===== config.mk =====
export PLATFORM = sky130hd
export DESIGN_NAME = dcf77_encoder
export DESIGN_NICKNAME = d
export VERILOG_FILES = /design/src/rtl/dcf77_encoder.sv
export SDC_FILE = /design/constraint.sdc
export NUM_CORES = 1
export LEC_CHECK = 0
export ABC_AREA = 1
export BUFFER_PORTS_ARGS = -buffer_cell sky130_fd_sc_hd__buf_2
export CAP_MARGIN = 15
export CORE_MARGIN = 1
export CORE_UTILIZATION = 30
export DETAILED_ROUTE_END_ITERATION = 16
export MAX_ROUTING_LAYER = met4
export PLACE_DENSITY = 0.56
export SKIP_LAST_GASP = 1
export SYNTH_ARGS = -nofsm -noshare
export SYNTH_HDL_FRONTEND = slang
export SYNTH_SLANG_ARGS = --single-unit

===== constraint.sdc =====
create_clock -name clk -period 6.3 [get_ports clk]
set_input_delay 0.63 -clock clk [delete_from_list [all_inputs] [get_ports clk]]
set_output_delay 0.63 -clock clk [all_outputs]
set_load 0.02 [all_outputs]

===== src/rtl/dcf77_encoder.sv =====
// dcf77_encoder: latches a BCD time/date on start and sends it as one 60-second DCF77 pulse frame
module dcf77_encoder (
    input  logic        clk,
    input  logic        nReset,
    input  logic        clk_en,
    input  logic        start,
    input  logic [43:0] timeAndDate_in,
    output logic        dcf_out,
    output logic        busy,
    output logic        frame_done,
    output logic [5:0]  second_idx
);
    typedef enum logic {IDLE, SEND} state_t;
    state_t      state, state_n;
    logic [58:0] frame, frame_n, new_frame;
    logic [59:0] frame_pad;
    logic [6:0]  tick, tick_n, minute;
    logic [5:0]  sec_n, hour;
    logic [21:0] date;
    logic        done_n, dcf_n, unused_sec;
    assign minute     = timeAndDate_in[13:7];
    assign hour       = timeAndDate_in[19:14];
    assign date       = {timeAndDate_in[38:26], timeAndDate_in[41:39], timeAndDate_in[25:20]};
    assign new_frame  = {^date, date, ^hour, hour, ^minute, minute, 2'b10, timeAndDate_in[43:42], 17'd0};
    assign unused_sec = ^timeAndDate_in[6:0];
    assign busy       = state == SEND;
    assign frame_pad  = {1'b0, frame_n};
    always_comb begin
        state_n = state;
        frame_n = frame;
        tick_n  = tick;
        sec_n   = second_idx;
        done_n  = 1'b0;
        if (state == IDLE) begin
            if (start) begin
                state_n = SEND;
                frame_n = new_frame;
                tick_n  = 7'd0;
                sec_n   = 6'd0;
            end
        end else if (clk_en) begin
            tick_n = (tick == 7'd99) ? 7'd0 : tick + 7'd1;
            if (tick == 7'd99) begin
                sec_n   = (second_idx == 6'd59) ? 6'd0 : second_idx + 6'd1;
                state_n = (second_idx == 6'd59) ? IDLE : SEND;
                done_n  = second_idx == 6'd59;
            end
        end
        // second 59 carries no pulse: it is the minute marker
        dcf_n = (state_n == SEND) && (sec_n < 6'd59) && (tick_n < (frame_pad[sec_n] ? 7'd20 : 7'd10));
    end
    always_ff @(posedge clk or negedge nReset) begin
        if (!nReset) begin
            state      <= IDLE;
            frame      <= '0;
            tick       <= '0;
            second_idx <= '0;
            frame_done <= 1'b0;
            dcf_out    <= 1'b0;
        end else begin
            state      <= state_n;
            frame      <= frame_n;
            tick       <= tick_n;
            second_idx <= sec_n;
            frame_done <= done_n;
            dcf_out    <= dcf_n;
        end
    end
endmodule


==> impl_metrics.json <==
{
  "initial_core_util": 0.307,
  "startpoint": "busy",
  "r2r-end": "dcf_out",
  "cts_inserted_buffers": 9,
  "die_h_um": 124,
  "die_w_um": 124,
  "routed_via_density": 4.43,
  "maxCapViolCount": 0,
  "antennaDiodeCount": 0,
  "crit_top_cell": "nand2_1",
  "setup-violations-final": 0,
  "hold_viol_final": 0,
  "drc": 0,
  "slew_headroom": 0.352,
  "rows": 44,
  "hpwl_um": 7130,
  "start_kind": "flip-flop",
  "crit_chain": "inv_2 > nand2_1 > inv_2 > nor2_1 > nand3_2 > inv_1 > nand3_1 > nand3_1 > nand2_1 > nand2_1 > nand2_1 > nand2_2 > ha_1 > a2111oi_0 > o41ai_1 > a21oi_2",
  "synth_nets": 687,
  "fin_util": 0.351,
  "peakVddDrop_v": 0.000152,
  "place_congestion": 0.841,
  "post_drt_wl_per_cell_um": 12.1,
  "clkSlewWorstSetupHoldPaths_ps": 60,
  "num_vias": 3827,
  "crit_path_max_fanout": 54,
  "synth_cells": 634,
  "synth_edf_count": 0,
  "fin_crit_ps": 3760,
  "clkSinkCount": 75,
  "slowest_delay_ps": 640,
  "mappedNetlistArea_um2": 4460,
  "worst-endpoint-arrival_ps": 4030,
  "crit_required_ps": 6570,
  "grt_pass1_wl_um": 17800,
  "area_growth_pct": 14.5,
  "drt-initial-drc-count": 193,
  "path_depth": 16,
  "drive_above_1_share": 0.143,
  "cp_num_buf_inv": 3,
  "fin_nets": 728,
  "r2r-start": "busy",
  "firstDrtPassIters": 4,
  "rsz0062_at_grt": "false",
  "ios": 57,
  "antenna_found_initial": 0,
  "worst_pin_slew_ps": 973,
  "powerDensity_nw_per_um2": 319,
  "ys_types": 35,
  "reg2reg_slack_ps": 2540,
  "ys_warn_count": 0,
  "cts-htree-levels": 3,
  "worst_path_max_delay_cell": "inv_2",
  "wl_um": 10400,
  "die-area_um2": 15400,
  "status": "completed",
  "r2r_cells": 16,
  "yosysSeqAreaShare": 0.421,
  "skew_ps": 8.12,
  "grt_use_total": 0.155,
  "synthArstFlopShare": 1.00,
  "ys_ff_latch": 75,
  "coreArea_um2": 14500,
  "min_path_type": "in2async",
  "leakagePower_uw": 0.00273,
  "clockRootBuffer": "clkbuf_16",
  "cts.hold.buffers_added": 0,
  "syn_avg_cell_area_um2": 7.04,
  "grt_max_degree": 76,
  "timing.final.crit_share": 0.597,
  "cts-resized-gates": 0,
  "io_buffers": 49,
  "post_cts_buffers": 0,
  "fmax_ghz": 0.266,
  "synth_ff_type": "dfrtp_1",
  "critical_path.endpoint_type": "flip-flop",
  "cts_tree": "yes",
  "cp_top_family": "buffers and inverters",
  "grt_overflow": 0,
  "worstSetupPathType": "reg2reg",
  "fin_tns_setup_ps": 0,
  "cts.path.max_buffers": 2,
  "grt_pass1_vias": 3768,
  "fillCellCount": 1619,
  "ant_nets": 0,
  "slew_viol_final": 0,
  "clk_latency_ps": 340
}
synth_stat cells (4+ instances only):
cell type,instances,share of area
nand2_1,227,0.19
inv_1,90,0.076
dfrtp_1,75,0.42
nand3_1,63,0.071
nor2_1,49,0.041
o21ai_0,29,0.033
or2_2,12,0.017
xor2_1,10,0.020
buf_2,9,0.010
xnor2_1,7,0.014
a21oi_1,6,0.0067
buf_6,5,0.013
ha_1,5,0.014
inv_2,5,0.0042
clkbuf_1,4,0.0034
cell type report:
class | count | area [um2] | area share
Multi-Input combinational cell | 443 | 2090 | 0.409
Sequential cell | 75 | 1880 | 0.367
Inverter | 96 | 363 | 0.0710
Timing Repair Buffer | 50 | 255 | 0.0500
Tap cell | 184 | 230 | 0.0451
Clock buffer | 10 | 229 | 0.0448
Clock inverter | 6 | 63.8 | 0.0125
sequential cells by signal, summed over array words and instances, names as in the netlist:
signal / flops
second_idx: 6
busy: 1
frame: 59
tick: 7
dcf_out: 1
frame_done: 1
power breakdown:
group | leakage, uW | switching, uW | total [uW] | internal, uW
registers | 0.000930 | 46.0 | 645 | 600
clock network | 0.000139 | 207 | 513 | 307
logic | 0.00167 | 296 | 471 | 175
worst max path at each step:
stage / to / slack, ps
2_1_floorplan: dcf_out / 3460
3_3_place_gp: dcf_out / 2430
3_5_place_dp: dcf_out / 2440
4_1_cts: dcf_out / 2430
5_1_grt: dcf_out / 2140
6_report: dcf_out / 2540
cell usage in the layout (no fill, tap or decap), types with 2 or more instances in the layout:
cell type   Yosys  layout
nand2_4         3       3
clkbuf_16       0       9
ha_1            5       5
or2_2          12      12
a21oi_1         6       6
nand2_2         3       3
clkinv_2        0       2
xnor2_1         7       7
o21ai_0        29      29
o21ai_1         3       3
dfrtp_1        75      75
buf_4           2       2
nand3_1        63      63
inv_2           5       5
nand4_1         3       3
o22ai_1         3       3
nor2_1         49      49
o211ai_1        3       3
inv_1          90      90
nor2_2          3       3
clkinvlp_4      0       2
buf_2           9      48
xor2_1         10      10
nand3b_1        2       2
nand2_1       227     227
o32ai_1         2       2
nand3_2         2       2
kinds of logic (layout without fill, tap and decap cells):
family / Yosys count / count (layout) / synth area share
compound gates: 49 / 49 / 0.0617
xor+xnor: 17 / 17 / 0.0334
fa+ha+maj: 5 / 5 / 0.0140
buf+inv: 116 / 162 / 0.111
flops: 75 / 75 / 0.421
mux: 1 / 1 / 0.00224
simple gates: 371 / 371 / 0.357
metrics by stage:
stage               hold slack, ps  total power, uW  instances  worst slack (ps)  area, um2
floorplan                      334             1010        634              3460       4460
global route                   460             1750        864              2140       5110
finish                         403             1630        864              2540       5110
detailed placement             442             1130        848              2440       4820
CTS                            454             1650        864              2430       5110
global placement               435             1120        848              2430       4820
metal layers:
metal	share of wire	vias to the layer above	global-route usage
li1	-	2038	-
met1	0.49	1726	0.195
met2	0.46	56	0.253
met3	0.035	7	0.0270
met4	0.012	0	0.0536
met5	0	-	-
Note: power is estimated with default switching activity, not from simulation.
